### src/rtl/dvi_timing_ctrl.sv
// dvi_timing_ctrl: raster timing generator for the DVI output path.
// Free-running h/v counters walk the ACTIVE, FRONT-PORCH, SYNC and BACK-PORCH
// regions. o_fetch is a registered copy of the raw data-enable, so the pixel
// read pipeline can start early. Every other output is delayed further so that
// o_de arrives P_FETCH_LEAD cycles after o_fetch for the same pixel.
// Run/stop requests only take effect on frame boundaries.
module dvi_timing_ctrl #(
  parameter int P_H_ACTIVE   = 640,
  parameter int P_H_FP       = 16,
  parameter int P_H_SYNC     = 96,
  parameter int P_H_BP       = 48,
  parameter int P_V_ACTIVE   = 480,
  parameter int P_V_FP       = 10,
  parameter int P_V_SYNC     = 2,
  parameter int P_V_BP       = 33,
  parameter int P_HS_POL     = 0,
  parameter int P_VS_POL     = 0,
  parameter int P_FETCH_LEAD = 2
) (
  input  logic i_clk,
  input  logic i_rst_n,
  input  logic i_enable,
  output logic o_running,
  output logic o_fetch,
  output logic o_hsync,
  output logic o_vsync,
  output logic o_de,
  output logic [$clog2(P_H_ACTIVE+P_H_FP+P_H_SYNC+P_H_BP)-1:0] o_x,
  output logic [$clog2(P_V_ACTIVE+P_V_FP+P_V_SYNC+P_V_BP)-1:0] o_y,
  output logic o_frame_start,
  output logic o_line_start
);

  localparam int H_TOTAL = P_H_ACTIVE + P_H_FP + P_H_SYNC + P_H_BP;
  localparam int V_TOTAL = P_V_ACTIVE + P_V_FP + P_V_SYNC + P_V_BP;
  localparam int HW      = $clog2(H_TOTAL);
  localparam int VW      = $clog2(V_TOTAL);
  localparam int DEPTH   = P_FETCH_LEAD + 1;

  localparam logic [HW-1:0] H_LAST   = HW'(H_TOTAL - 1);
  localparam logic [HW-1:0] H_ACT    = HW'(P_H_ACTIVE);
  localparam logic [HW-1:0] HS_FIRST = HW'(P_H_ACTIVE + P_H_FP);
  localparam logic [HW-1:0] HS_LAST  = HW'(P_H_ACTIVE + P_H_FP + P_H_SYNC - 1);
  localparam logic [VW-1:0] V_LAST   = VW'(V_TOTAL - 1);
  localparam logic [VW-1:0] V_ACT    = VW'(P_V_ACTIVE);
  localparam logic [VW-1:0] VS_FIRST = VW'(P_V_ACTIVE + P_V_FP);
  localparam logic [VW-1:0] VS_LAST  = VW'(P_V_ACTIVE + P_V_FP + P_V_SYNC - 1);

  localparam logic HS_ON = (P_HS_POL != 0);
  localparam logic VS_ON = (P_VS_POL != 0);

  typedef enum logic [1:0] {
    IDLE,
    RUN,
    STOPPING
  } state_t;

  // One pixel's worth of aligned timing information travelling down the delay line.
  typedef struct packed {
    logic          hs;
    logic          vs;
    logic          de;
    logic          fs;
    logic          ls;
    logic [HW-1:0] x;
    logic [VW-1:0] y;
  } pix_t;

  localparam pix_t PIX_IDLE = {~HS_ON, ~VS_ON, 1'b0, 1'b0, 1'b0, {HW{1'b0}}, {VW{1'b0}}};

  state_t        state, state_next;
  logic [HW-1:0] h, h_next;
  logic [VW-1:0] v, v_next;
  logic          running;
  logic          h_last, v_last;
  pix_t          raw_pix;
  pix_t          pipe [DEPTH];

  // State and raster counters; reset parks everything at (0,0) in IDLE.
  always_ff @(posedge i_clk or negedge i_rst_n) begin
    if (!i_rst_n) begin
      state <= IDLE;
      h     <= '0;
      v     <= '0;
    end else begin
      state <= state_next;
      h     <= h_next;
      v     <= v_next;
    end
  end

  // Next-state and counter advance; a stop request only lands after the last pixel of a frame.
  always_comb begin
    state_next = state;
    h_next     = h;
    v_next     = v;
    h_last     = (h == H_LAST);
    v_last     = (v == V_LAST);
    case (state)
      IDLE: begin
        h_next = '0;
        v_next = '0;
        if (i_enable) state_next = RUN;
      end
      RUN, STOPPING: begin
        if (h_last) begin
          h_next = '0;
          v_next = v_last ? '0 : v + VW'(1);
        end else begin
          h_next = h + HW'(1);
        end
        if (state == RUN) begin
          if (!i_enable) state_next = STOPPING;
        end else if (i_enable) begin
          state_next = RUN;
        end else if (h_last && v_last) begin
          state_next = IDLE;
        end
      end
      default: state_next = IDLE;
    endcase
  end

  // Raw region decode straight from the counters, gated so nothing asserts while idle.
  always_comb begin
    running    = (state != IDLE);
    raw_pix    = PIX_IDLE;
    raw_pix.de = running && (h < H_ACT) && (v < V_ACT);
    raw_pix.hs = (running && (h >= HS_FIRST) && (h <= HS_LAST)) ? HS_ON : ~HS_ON;
    raw_pix.vs = (running && (v >= VS_FIRST) && (v <= VS_LAST)) ? VS_ON : ~VS_ON;
    raw_pix.fs = running && (h == '0) && (v == '0);
    raw_pix.ls = running && (h == '0);
    raw_pix.x  = h;
    raw_pix.y  = v;
  end

  // Fetch strobe is the raw data-enable one cycle late, ahead of the aligned outputs.
  always_ff @(posedge i_clk or negedge i_rst_n) begin
    if (!i_rst_n) o_fetch <= 1'b0;
    else          o_fetch <= raw_pix.de;
  end

  // Delay line keeps shifting even when idle so the tail of a frame drains out.
  always_ff @(posedge i_clk or negedge i_rst_n) begin
    if (!i_rst_n) begin
      for (int i = 0; i < DEPTH; i++) pipe[i] <= PIX_IDLE;
    end else begin
      pipe[0] <= raw_pix;
      for (int i = 1; i < DEPTH; i++) pipe[i] <= pipe[i-1];
    end
  end

  assign o_running     = running;
  assign o_hsync       = pipe[DEPTH-1].hs;
  assign o_vsync       = pipe[DEPTH-1].vs;
  assign o_de          = pipe[DEPTH-1].de;
  assign o_frame_start = pipe[DEPTH-1].fs;
  assign o_line_start  = pipe[DEPTH-1].ls;
  assign o_x           = pipe[DEPTH-1].x;
  assign o_y           = pipe[DEPTH-1].y;

endmodule

### config.mk
export PLATFORM = sky130hd
export DESIGN_NAME = dvi_timing_ctrl
export DESIGN_NICKNAME = d
export VERILOG_FILES = /design/src/rtl/dvi_timing_ctrl.sv
export SDC_FILE = /design/constraint.sdc
export NUM_CORES = 1
export LEC_CHECK = 0
export CAP_MARGIN = 20
export CORE_UTILIZATION = 45
export DETAILED_ROUTE_END_ITERATION = 10
export GPL_ROUTABILITY_DRIVEN = 0
export PLACE_DENSITY = 0.73
export RECOVER_POWER = 50
export SKIP_LAST_GASP = 1
export SLEW_MARGIN = 5
export SYNTH_ARGS = -nofsm -noshare
export SYNTH_HDL_FRONTEND = slang
export SYNTH_SLANG_ARGS = --single-unit
### constraint.sdc
create_clock -name i_clk -period 4.8 [get_ports i_clk]
set_clock_uncertainty 0.1 [all_clocks]
set_input_delay 0.96 -clock i_clk [delete_from_list [all_inputs] [get_ports i_clk]]
set_output_delay 0.96 -clock i_clk [all_outputs]
set_load 0.005 [all_outputs]
==> flow_summary.html <==
<table>
<tr><th>Metric</th><th>Value</th></tr>
<tr><th colspan="2">Global routing</th></tr>
<tr><td>Wire length of the first global-routing pass</td><td>8.431 mm</td></tr>
<tr><td>Via count of the first global-routing pass</td><td>1784</td></tr>
<tr><td>Number of antenna violations at the first check in global routing</td><td>0</td></tr>
<tr><td>Total track usage</td><td>a little over an eighth</td></tr>
<tr><td>Maximum number of pins on one net before global-route repair</td><td>65</td></tr>
<tr><td>Total congestion overflow</td><td>0</td></tr>
<tr><th colspan="2">Logic synthesis</th></tr>
<tr><td>Number of instances in the synthesized netlist</td><td>260</td></tr>
<tr><td>Fraction of synthesized cell area taken by the top area cell type</td><td>64.79%</td></tr>
<tr><td>Most frequent cell after synthesis</td><td>sky130_fd_sc_hd__dfrtp_1</td></tr>
<tr><td>Cell types with the highest counts after synthesis</td><td>sky130_fd_sc_hd__dfrtp_1, sky130_fd_sc_hd__buf_4, sky130_fd_sc_hd__nand2_1, sky130_fd_sc_hd__nand3_1, sky130_fd_sc_hd__a21oi_1</td></tr>
<tr><td>Synth async-reset ratio</td><td>100.0%</td></tr>
<tr><td>Number of flops mapped to enable cells by yosys</td><td>0</td></tr>
<tr><td>Synthesized cell area</td><td>around 3500 sq um</td></tr>
<tr><td>Multiplexer share of the synthesized area</td><td>2.955%</td></tr>
<tr><td>Number of distinct standard cells referenced by the synthesized netlist</td><td>41</td></tr>
<tr><td>Number of flip-flops and latches in the synthesized netlist</td><td>97</td></tr>
<tr><td>Simple logic cell fraction of the synthesized area</td><td>12.50%</td></tr>
<tr><td>Share of the yosys chip area belonging to registers</td><td>69.28%</td></tr>
<tr><td>Fraction of the mapped netlist area in adder cells</td><td>2.492%</td></tr>
<tr><td>Library cell with the largest summed area after synthesis</td><td>sky130_fd_sc_hd__dfrtp_1</td></tr>
<tr><td>Largest family of logic cells by synthesized area</td><td>simple AND/OR/NAND/NOR gates</td></tr>
<tr><td>Complex-gate fraction of the synthesized area</td><td>about 5.7%</td></tr>
<tr><td>Dominant cells by area after synthesis</td><td>sky130_fd_sc_hd__dfrtp_1, sky130_fd_sc_hd__dfstp_2, sky130_fd_sc_hd__buf_4, sky130_fd_sc_hd__ha_1, sky130_fd_sc_hd__mux2i_1</td></tr>
<tr><td>Xor-xnor portion of the synthesized cell area</td><td>0.2492%</td></tr>
<tr><td>Prevailing post-synth register cell</td><td>sky130_fd_sc_hd__dfrtp_1</td></tr>
<tr><td>Mapped Avg Cell Area</td><td>13.52 sq um</td></tr>
<tr><td>Yosys Warn Count</td><td>0</td></tr>
<tr><td>Synthesized net count</td><td>270</td></tr>
<tr><th colspan="2">Min path</th></tr>
<tr><td>Hold wc startpoint</td><td>pipe[28]</td></tr>
<tr><td>Min-Delay Endpoint</td><td>o_y[3]</td></tr>
<tr><td>Worst hold path class</td><td>register to register</td></tr>
<tr><td>Worst Hold Depth</td><td>0</td></tr>
<tr><th colspan="2">Floorplanning</th></tr>
<tr><td>Std-Cell Core Area</td><td>approximately 7400 sq um</td></tr>
<tr><td>Core Rows</td><td>31</td></tr>
<tr><td>Die width</td><td>90.38 um</td></tr>
<tr><td>Starting Density</td><td>between 40% and 50%</td></tr>
<tr><td>Vertical die dimension</td><td>90.38 um</td></tr>
<tr><td>Area enclosed by the die boundary</td><td>8168 sq um</td></tr>
<tr><td>I/O pin count</td><td>30</td></tr>
<tr><th colspan="2">Place</th></tr>
<tr><td>Placed Cells incl. Taps</td><td>362</td></tr>
<tr><td>Detailed placement HPWL</td><td>3.107 mm</td></tr>
<tr><td>Port-buffer cells</td><td>29</td></tr>
<tr><td>Pre-CTS setup slack</td><td>2440 ps</td></tr>
<tr><th colspan="2">Setup path</th></tr>
<tr><td>Crit Path Max Fanout</td><td>8</td></tr>
<tr><td>Reg-to-reg critical path endpoint</td><td>v[2]</td></tr>
<tr><td>Number of cells traversed by the worst register-to-register path</td><td>5</td></tr>
<tr><td>Crit path cell chain</td><td>inv_1 &gt; ha_1 &gt; inv_1 &gt; clkdlybuf4s50_1</td></tr>
<tr><td>Required time at the endpoint of the critical path</td><td>3740 ps</td></tr>
<tr><td>Setup crit start kind</td><td>register</td></tr>
<tr><td>Worst setup slack for register-to-register paths</td><td>2540 ps</td></tr>
<tr><td>Arrival @ worst endpoint</td><td>1670 ps</td></tr>
<tr><td>Critical path's slowest cell</td><td>sky130_fd_sc_hd__clkdlybuf4s50_1</td></tr>
<tr><td>Cell class contributing the biggest share of worst-path delay</td><td>buffers and inverters</td></tr>
<tr><td>Worst path max stage delay</td><td>490 ps</td></tr>
<tr><td>Critical path start-end classification</td><td>register to primary output</td></tr>
<tr><td>Reg2Reg Launch Point</td><td>h[7]</td></tr>
<tr><td>Count of buffering cells on the critical path with inverters included</td><td>3</td></tr>
<tr><td>Critical path capture point type</td><td>primary output</td></tr>
<tr><td>Cell mode on critical path</td><td>sky130_fd_sc_hd__inv_1</td></tr>
<tr><th colspan="2">Drt</th></tr>
<tr><td>Count of unresolved DRC violations after routing</td><td>0</td></tr>
<tr><td>Number of nets with antenna violations after detailed routing</td><td>0</td></tr>
<tr><td>Amount of wire on met2 after detailed routing</td><td>2.241 mm</td></tr>
<tr><td>Top layer in use</td><td>met4</td></tr>
<tr><td>Via count</td><td>around 1800</td></tr>
<tr><td>Detailed-route wire length</td><td>4.892 mm</td></tr>
<tr><td>Met3 Wirelength</td><td>133 um</td></tr>
<tr><td>Detail-routed via count per cell</td><td>4.836</td></tr>
<tr><td>Drt initial violations</td><td>54</td></tr>
<tr><td>M1 WL</td><td>about 2.4 mm</td></tr>
<tr><td>Iteration count of the initial detailed-routing pass</td><td>4</td></tr>
<tr><td>Average wire per standard cell</td><td>12.94 um</td></tr>
<tr><th colspan="2">Clocking</th></tr>
<tr><td>CTS tree</td><td>built</td></tr>
<tr><td>Clock buffers created by TritonCTS</td><td>9</td></tr>
<tr><td>CTS root buffer</td><td>sky130_fd_sc_hd__clkbuf_8</td></tr>
<tr><td>Clock-pin slew reported for the worst setup and hold paths after clock tree synthesis</td><td>90 ps</td></tr>
<tr><td>Clock tree sinks</td><td>97</td></tr>
<tr><td>CTS resizes</td><td>0</td></tr>
<tr><td>Hold buffers post-CTS</td><td>0</td></tr>
<tr><td>Post-CTS Setup Bufs</td><td>0</td></tr>
<tr><td>Insertion delay of the later-clocked pin in the worst-skew pair</td><td>350 ps</td></tr>
<tr><td>H-tree levels</td><td>3</td></tr>
<tr><td>CTS Buffer Depth</td><td>2</td></tr>
<tr><th colspan="2">Timing</th></tr>
<tr><td>Unrepaired setup endpoints after global routing</td><td>no</td></tr>
<tr><td>Total count of hold-check failures in the final report</td><td>0</td></tr>
<tr><td>Accumulated negative setup slack</td><td>0 ps</td></tr>
<tr><td>WHS</td><td>251.4 ps</td></tr>
<tr><td>Transition time at the pin with the least slew margin</td><td>between 800 and 900 ps</td></tr>
<tr><td>Fraction of the cycle the final worst path needs</td><td>between 50% and 60%</td></tr>
<tr><td>Highest clock rate</td><td>365.9 MHz</td></tr>
<tr><td>Final min period</td><td>2733 ps</td></tr>
<tr><td>Worst relative slew slack</td><td>42.93%</td></tr>
<tr><td>Final setup vio count</td><td>0</td></tr>
<tr><td>Final Worst Setup Slack</td><td>slightly above 2000 ps</td></tr>
<tr><td>Pins Over Slew Limit</td><td>0</td></tr>
<tr><th colspan="2">Power</th></tr>
<tr><td>Switching power of the nets</td><td>0.4948 mW</td></tr>
<tr><td>Proportion of power drawn by combinational gates</td><td>between 20% and 30%</td></tr>
<tr><td>Static Leak</td><td>1.840 nW</td></tr>
<tr><td>Total internal power</td><td>1.279 mW</td></tr>
<tr><td>Worst-case vdd ir drop</td><td>a little over 0.3 mV</td></tr>
<tr><td>Sw Ratio</td><td>27.90%</td></tr>
<tr><td>Sequential group share of total power</td><td>52.9%</td></tr>
<tr><td>Power per cell area</td><td>453.1 nW/um^2</td></tr>
<tr><td>Clock power share</td><td>26.5%</td></tr>
<tr><th colspan="2">Finish</th></tr>
<tr><td>Diodes inserted</td><td>0</td></tr>
<tr><td>Nets</td><td>284</td></tr>
<tr><td>Fin cells</td><td>roughly 380</td></tr>
<tr><td>Fill count</td><td>just over 600</td></tr>
<tr><td>Signed area change from the synthesized netlist to the final layout</td><td>11.39%</td></tr>
<tr><td>Layout cell share with drive strength beyond 1</td><td>13.26%</td></tr>
<tr><th colspan="2">Flow run</th></tr>
<tr><td>Count of maximum capacitance violations</td><td>0</td></tr>
<tr><th colspan="2">Run status</th></tr>
<tr><td>Outcome</td><td>complete, no violations</td></tr>
</table>
[flip-flops by register name, summed over array words and instances (netlist names)]
register / cells
pipe: 50
h: 10
o_x: 10
o_y: 10
v: 10
state: 2
o_de: 1
o_frame_start: 1
o_hsync: 1
o_line_start: 1
o_vsync: 1
[power groups by stage]
stage	clock network [mW]	logic, mW	registers (mW)
final	0.470	0.366	0.938
after global routing	0.527	0.408	0.947
after CTS	0.490	0.369	0.939
after detailed placement	0	0.366	0.956
after global placement	0	0.357	0.950
after floorplan	0	0.245	0.947
[placed cells by master (no fill, tap or decap), drive strengths merged, types with 2 or more instances in the layout]
cell type | netlist | final
nor2b | 2 | 2
nor3 | 7 | 7
ha | 7 | 7
nor4 | 3 | 3
mux2i | 7 | 7
a21oi | 12 | 12
and2b | 2 | 2
dfstp | 6 | 6
a21o | 2 | 2
and4 | 2 | 2
dfrtp | 91 | 91
a31oi | 3 | 3
inv | 10 | 10
nor2 | 10 | 10
nand4b | 3 | 3
nor4b | 2 | 2
buf | 22 | 2
clkbuf | 5 | 12
o21ai | 10 | 10
and3 | 7 | 7
o31ai | 2 | 2
nand3 | 13 | 13
nand2 | 16 | 16
nand4 | 3 | 3
mux2 | 3 | 3
clkdlybuf4s50 | 0 | 28
clkinvlp | 0 | 3
a22o | 3 | 3
[metal layers]
metal,vias to the layer above,track usage (%)
li1,895,-
met1,895,17.88
met2,29,19.59
met3,9,3.283
met4,0,8.871
met5,-,0
[worst register-to-register path, stage by stage (launching register included)]
cell	delay (ps)
sky130_fd_sc_hd__dfrtp_1	460
sky130_fd_sc_hd__or3_4	450
sky130_fd_sc_hd__nor3_4	240
sky130_fd_sc_hd__and3_1	610
sky130_fd_sc_hd__a21oi_1	160
sky130_fd_sc_hd__mux2i_1	170
[through the flow]
stage               cell area [sq um]  utilization, %  power (mW)
global route                     3915           52.85       1.882
CTS                              3915           52.85       1.799
detailed placement               3732           50.38       1.323
floorplan                        3515               -       1.192
global placement                 3732           50.38       1.308
finish                           3915           52.85       1.774
[cell type report]
class / count / area (sq um) / area share, %
inverters: 10 / 37.54 / 0.9588
clock inverters: 4 / 27.53 / 0.7031
multi-input cells: 126 / 840.8 / 21.48
repair buffers: 30 / 295.3 / 7.542
well taps: 99 / 123.9 / 3.164
clock buffers: 12 / 155.1 / 3.963
flip-flops and latches: 97 / 2435 / 62.19
[kinds of logic (layout without fill, tap and decap cells)]
| group | Yosys count | after routing |
|---|---|---|
| xor+xnor | 1 | 1 |
| simple gates | 75 | 75 |
| buf+inv | 37 | 56 |
| mux | 10 | 10 |
| fa+ha+maj | 7 | 7 |
| compound gates | 33 | 33 |
| flops | 97 | 97 |
[worst max path at each step]
stage / start / cells past startpoint / slack [ps] / end
2_1_floorplan: state[0] / 4 / 2880 / o_running
3_3_place_gp: state[0] / 4 / 2470 / o_running
3_5_place_dp: i_enable / 5 / 2440 / state[1]
4_1_cts: state[0] / 4 / 2040 / o_running
5_1_grt: state[0] / 4 / 2000 / o_running
6_report: state[0] / 4 / 2070 / o_running
Note: power is estimated with default switching activity, not from simulation.
